[config.mk]
export PLATFORM = sky130hd
export DESIGN_NAME = mux_test_sequencer
export DESIGN_NICKNAME = d
export VERILOG_FILES = /design/src/rtl/mux_test_sequencer.sv
export SDC_FILE = /design/constraint.sdc
export NUM_CORES = 1
export LEC_CHECK = 0
export ABC_AREA = 1
export CORE_MARGIN = 3
export CORE_UTILIZATION = 35
export CTS_CLUSTER_SIZE = 40
export DETAILED_ROUTE_END_ITERATION = 8
export DONT_BUFFER_PORTS = 1
export GPL_ROUTABILITY_DRIVEN = 0
export SYNTH_ARGS = -nofsm -noshare
export SYNTH_HDL_FRONTEND = slang
export SYNTH_SLANG_ARGS = --single-unit
[constraint.sdc]
create_clock -name clk -period 1.7 [get_ports clk]
set_clock_uncertainty 0.1 [all_clocks]
set_input_delay 0.34 -clock clk [delete_from_list [all_inputs] [get_ports clk]]
set_output_delay 0.34 -clock clk [all_outputs]
set_load 0.1 [all_outputs]
[src/rtl/mux_test_sequencer.sv]
// Exhaustive 64-vector stimulus/checker for the mux4 comparison harness.
// Optional MUX_TEST_SYNC_EN adds 2-flop synchronizers on gf_out/bfg_out and lengthens the dwell.
module mux_test_sequencer #(
  parameter int SETTLE_CYCLES = 2,
  parameter int ERR_CNT_W     = 8
) (
  input  logic                 clk,
  input  logic                 rst_n,
  input  logic                 start,
  input  logic                 abort,
  output logic                 i0,
  output logic                 i1,
  output logic                 i2,
  output logic                 i3,
  output logic                 s0,
  output logic                 s1,
  input  logic                 gf_out,
  input  logic                 bfg_out,
  output logic                 busy,
  output logic                 done,
  output logic                 pass,
  output logic                 gf_fail,
  output logic                 bfg_fail,
  output logic [ERR_CNT_W-1:0] err_count,
  output logic                 first_fail_valid,
  output logic [5:0]           first_fail_vec
);

  typedef enum logic [1:0] {IDLE, SETTLE, CHECK, DONE} state_t;

`ifdef MUX_TEST_SYNC_EN
  localparam int DWELL = SETTLE_CYCLES + 2;
`else
  localparam int DWELL = SETTLE_CYCLES;
`endif
  localparam logic [4:0]           DWELL_LD = 5'(DWELL - 1);
  localparam logic [ERR_CNT_W-1:0] ERR_MAX  = {ERR_CNT_W{1'b1}};

  state_t               state_q, state_d;
  logic [5:0]           vec_q, vec_d;
  logic [4:0]           cnt_q, cnt_d;
  logic                 busy_q, busy_d;
  logic                 done_q, done_d;
  logic                 gf_fail_q, gf_fail_d;
  logic                 bfg_fail_q, bfg_fail_d;
  logic [ERR_CNT_W-1:0] err_q, err_d;
  logic                 ffv_q, ffv_d;
  logic [5:0]           ffvec_q, ffvec_d;

  logic gf_smp, bfg_smp;

`ifdef MUX_TEST_SYNC_EN
  logic gf_meta_q, gf_sync_q, bfg_meta_q, bfg_sync_q;

  always_ff @(posedge clk or negedge rst_n) begin
    if (!rst_n) begin
      gf_meta_q  <= 1'b0;
      gf_sync_q  <= 1'b0;
      bfg_meta_q <= 1'b0;
      bfg_sync_q <= 1'b0;
    end else begin
      gf_meta_q  <= gf_out;
      gf_sync_q  <= gf_meta_q;
      bfg_meta_q <= bfg_out;
      bfg_sync_q <= bfg_meta_q;
    end
  end

  assign gf_smp  = gf_sync_q;
  assign bfg_smp = bfg_sync_q;
`else
  assign gf_smp  = gf_out;
  assign bfg_smp = bfg_out;
`endif

  logic [3:0] data_bits;
  logic       exp_bit, gf_mis, bfg_mis;

  assign data_bits = vec_q[3:0];
  assign exp_bit   = data_bits[vec_q[5:4]];
  assign gf_mis    = (gf_smp != exp_bit);
  assign bfg_mis   = (bfg_smp != exp_bit);

  always_comb begin
    state_d    = state_q;
    vec_d      = vec_q;
    cnt_d      = cnt_q;
    busy_d     = busy_q;
    done_d     = done_q;
    gf_fail_d  = gf_fail_q;
    bfg_fail_d = bfg_fail_q;
    err_d      = err_q;
    ffv_d      = ffv_q;
    ffvec_d    = ffvec_q;

    // Abort wins over everything, including a CHECK result on the same edge.
    if (abort) begin
      state_d = IDLE;
      busy_d  = 1'b0;
      done_d  = 1'b0;
    end else begin
      case (state_q)
        IDLE, DONE: begin
          if (start) begin
            state_d    = SETTLE;
            vec_d      = 6'd0;
            cnt_d      = DWELL_LD;
            busy_d     = 1'b1;
            done_d     = 1'b0;
            gf_fail_d  = 1'b0;
            bfg_fail_d = 1'b0;
            err_d      = '0;
            ffv_d      = 1'b0;
          end
        end
        SETTLE: begin
          if (cnt_q == 5'd0) state_d = CHECK;
          else               cnt_d   = cnt_q - 5'd1;
        end
        CHECK: begin
          if (gf_mis)  gf_fail_d  = 1'b1;
          if (bfg_mis) bfg_fail_d = 1'b1;
          if (gf_mis || bfg_mis) begin
            if (err_q != ERR_MAX) err_d = err_q + 1'b1;
            if (!ffv_q) begin
              ffv_d   = 1'b1;
              ffvec_d = vec_q;
            end
          end
          if (vec_q == 6'd63) begin
            state_d = DONE;
            busy_d  = 1'b0;
            done_d  = 1'b1;
          end else begin
            state_d = SETTLE;
            vec_d   = vec_q + 6'd1;
            cnt_d   = DWELL_LD;
          end
        end
        default: state_d = IDLE;
      endcase
    end
  end

  always_ff @(posedge clk or negedge rst_n) begin
    if (!rst_n) begin
      state_q    <= IDLE;
      vec_q      <= 6'd0;
      cnt_q      <= 5'd0;
      busy_q     <= 1'b0;
      done_q     <= 1'b0;
      gf_fail_q  <= 1'b0;
      bfg_fail_q <= 1'b0;
      err_q      <= '0;
      ffv_q      <= 1'b0;
      ffvec_q    <= 6'd0;
    end else begin
      state_q    <= state_d;
      vec_q      <= vec_d;
      cnt_q      <= cnt_d;
      busy_q     <= busy_d;
      done_q     <= done_d;
      gf_fail_q  <= gf_fail_d;
      bfg_fail_q <= bfg_fail_d;
      err_q      <= err_d;
      ffv_q      <= ffv_d;
      ffvec_q    <= ffvec_d;
    end
  end

  assign {s1, s0, i3, i2, i1, i0} = vec_q;
  assign busy             = busy_q;
  assign done             = done_q;
  assign gf_fail          = gf_fail_q;
  assign bfg_fail         = bfg_fail_q;
  assign err_count        = err_q;
  assign first_fail_valid = ffv_q;
  assign first_fail_vec   = ffvec_q;
  assign pass             = done_q && (err_q == '0) && !gf_fail_q && !bfg_fail_q;

endmodule
==> impl.org <==
** Floorplan
- Io pins :: 32
- After floorplanning, the core was divided into 25 placement rows.
- The core region is 0.00491 sq mm.
- The die is ~79 microns wide.
- Total die area :: about 0.0062 sq mm
- Measured along the y axis, the die boundary spans 78.6 microns.
- Initial core utilization :: 37.5%

** Clocking
- For this design, the sink count on the clock tree is 32.
- The tree is rooted in a sky130_fd_sc_hd__clkbuf_8.
- At the later pin of the worst-skew pair, clock insertion delay measures 0.28 ns.
- Number of H-tree levels :: 2
- TritonCTS built the clock tree.
- After clock tree synthesis, the clock-pin slew on the worst setup and hold paths is 0.07 ns.
- The clock passes through at most 2 buffers.
- The number of clock buffers added by TritonCTS is 5.

** Yosys
- After synthesis, the netlist uses 26 different library cells.
- Yosys printed 0 warnings.
- Yosys attributes the largest share of cell area to sky130_fd_sc_hd__dfrtp_1, sky130_fd_sc_hd__nand2_1, sky130_fd_sc_hd__nand3_1.
- Flip-flop and latch count after synthesis :: 32
- Synthesis produced a netlist whose cell count is 237.
- Total standard cell area after synthesis :: around 0.0018 sq mm
- Library cell with the largest summed area after synthesis :: sky130_fd_sc_hd__dfrtp_1
- Synthesized Nets :: between 200 and 250
- Portion of the post-synthesis area used by sequential elements :: a little over two fifths
- Area share of the leading cell type in the synthesized netlist :: 43.4%
- Syn_area_per_cell :: 7.78 sq um

** Route
- WL met1 :: 2020 microns
- After detailed routing, the met2 layer carries 2160 microns of wire.
- Vias per cell :: 4.70
- Total via count after detailed routing :: 1669
- Met3 wire len :: ~240 microns
- Final Routed Wirelength :: around 4500 microns
- Dividing the detail-routed wire length by the instance count gives around 13 microns.
- After detailed routing, no signal wire sits above met4.
- Once detail routing completed, the nets flagged for antenna violations numbered 0.
- After detailed routing, the number of remaining DRC violations is 0.
- The detailed router finished its first iteration with a little over 80 violations.
- Number of search-and-repair iterations in the first detailed-routing pass :: 4

** Finish
- Total non-filler cell area in the finished layout :: 0.00267 sq mm
- The top cell types in the final layout, fill and taps aside, are sky130_fd_sc_hd__nand2_1, sky130_fd_sc_hd__buf_4, sky130_fd_sc_hd__inv_1.
- Relative to the synthesized area, the layout overhead comes to 44.7%.
- Final-stage net count :: 299
- In the final layout, the share of cells above drive strength 1 is 44.1%.
- Leaving out filler cells and counting taps, the final layout contains around 360.
- Antenna fix cells :: 0
- Commonest non-fill, non-tap cell in the layout :: sky130_fd_sc_hd__nand2_1
- Fillcell total :: 459
- Register Area :: between 800 and 900 sq um
- The multi-input combinational cells in the finished layout cover a total of 0.00113 sq mm.

** Critical path
- The worst register-to-register path begins at state_q[1].
- The signal on the critical path passes through nor4_4 -> nand4_1 -> nor3_4 -> buf_12.
- The slowest stage of the critical path belongs to the cell sky130_fd_sc_hd__dfrtp_4.
- On the worst path, the slowest cell contributes a delay of 0.49 ns.
- Endpoint class of the critical path :: output pin
- CP max FO :: 2
- In this run the worst setup path begins at err_count[4].
- CP top delay family :: simple AND/OR/NAND/NOR gates
- Worst Setup Path Type :: reg -> out
- CP Data Arrival Time :: 1.58 ns
- Number of buffers and inverters on the critical path :: 1
- The worst setup path is launched from a flip-flop.
- Endpoint required time on the critical path :: 1.26 ns

** STA
- The final count of hold timing violations came to 0.
- Transition at the pin with the smallest max-transition slack :: approximately 0.32 ns
- Of the available clock period, the critical path in the final layout requires 119%.
- Number of pins exceeding their max-slew limit in the final report :: 0
- Final Hold Slack :: 0.158 ns
- Minimum clock period :: 2.02 ns
- Setup repair after global routing missed its margin :: true
- Headroom to the max-slew limit :: between 70% and 80%
- After routing, the total negative slack on setup checks comes to -0.676 ns.
- Setup violations remaining at the end of the flow were counted as 10.
- Static timing analysis puts the maximum clock frequency at 494 MHz.
- Final critical-path setup slack :: -0.325 ns

** Global route
- Global routing used roughly 15% of the available tracks across all layers.
- Entering global routing, the biggest net connects 33 pins.
- The number of antenna violations at the first check in global routing came to 0.
- The number of global-route vias before repair is between 1.5k and 2k.
- Final global-route overflow total :: 0
- Global-route wire length before repair :: 7460 microns

** Power and ir drop
- Power Total :: 3.98 mW
- In this run the static leakage power is about 1.2 nW.
- In this run the power density over the cells is between 1000 and 1500 mW/mm^2.
- IR analysis of the VDD net gives a maximum drop of 0.738 mV.

** Outcome
- Failing checks :: negative setup slack
- The run finished, with violations left.

** Hold path
- The worst hold path begins at abort.
- The path class of the tightest hold or removal check is in -> reg.

** Place
- Total of buffers placed on input and output ports :: 0
- Placed inst area :: 0.00231 sq mm
- Detailed placement ended at an HPWL of 3250 microns.
- Once placement completed, the tool counted placed cells totaling 343.

** Job
- Max-cap violations :: 0
layout make-up:
cell class	instances	share of cell area [%]
multi-input cells	172	42.3
flip-flops and latches	32	31.5
inverters	31	4.83
repair inverters	1	0.281
repair buffers	44	14.0
well taps	67	3.14
clock buffers	6	2.72
clock inverters	2	1.31
worst reg2reg max path, cell delays in order (launching register included):
cell and delay, ns:
sky130_fd_sc_hd__dfrtp_1 0.41, sky130_fd_sc_hd__ha_4 0.28, sky130_fd_sc_hd__inv_2 0.03, sky130_fd_sc_hd__or2_1 0.24, sky130_fd_sc_hd__nand2_2 0.15, sky130_fd_sc_hd__nor2_4 0.06, sky130_fd_sc_hd__nand2_4 0.10, sky130_fd_sc_hd__clkinvlp_4 0.15
sky130_fd_sc_hd__nand3_2 0.08, sky130_fd_sc_hd__nand2_1 0.05
state kept, by name, summed over array words and instances (netlist names):
| signal | count |
|---|---|
| gf_fail | 1 |
| first_fail_valid | 1 |
| vec_q | 6 |
| err_count | 8 |
| done | 1 |
| state_q | 2 |
| bfg_fail | 1 |
| first_fail_vec | 6 |
| busy | 1 |
| cnt_q | 5 |
cells in the mapped netlist (all sizes together):
cell type,instances
nand2,72
dfrtp,32
inv,31
nand3,24
nor2,23
o21ai,19
ha,6
xor2,6
nand4,5
nor3,5
a21oi,4
buf,2
o21a,2
o31ai,2
nor4,1
o22ai,1
or2,1
xnor2,1
what timing repair did:
action                     4_1_cts  5_1_grt
setup endpoints to repair       12       33
gates resized for setup         12       45
hold endpoints to repair        32        0
setup buffers                    1        1
hold buffers                     2        0
cloned                           1        0
pin swaps                        8       15
cell families after synthesis:
kind of cell / share of synthesized area, %
xor gates and xnor gates: 3.33
DFF: 43.4
buffers and inverters: 6.99
AOI/OAI and AO/OA: 8.21
adders and majority gates: 4.07
and+or+nand+nor: 33.9
report_power, final:
part	total (mW)	internal [mW]	leakage (nW)	switching, mW
Combinational	2.23	0.640	0.754	1.59
Sequential	1.03	0.926	0.400	0.0998
Clock	0.718	0.435	0.0552	0.284
per-layer routing:
| layer | GRT usage (%) | up-vias |
|---|---|---|
| met4 | 4.20 | 0 |
| met1 | 20.0 | 771 |
| met5 | 0 | - |
| li1 | - | 867 |
| met2 | 24.3 | 27 |
| met3 | 4.36 | 4 |
through the flow:
stage          setup WS, ns  utilization [%]
2_1_floorplan        -0.648                -
6_report             -0.325             54.3
3_5_place_dp        -0.0688             47.1
5_1_grt              -0.404             54.3
3_3_place_gp        -0.0454             47.1
4_1_cts              -0.318             51.1
final timing paths:
kind / end / slack, ns / cells past startpoint
max in group asynchronous: vec_q[4] / 0.89 / 2
hold / removal: busy / 0.16 / 3
setup reg to reg: err_count[4] / -0.06 / 9
hold reg to reg: first_fail_vec[3] / 0.38 / 2
setup / recovery: pass / -0.32 / 4
min in group asynchronous: err_count[4] / 0.41 / 2
(Power assumes the default switching activity.)
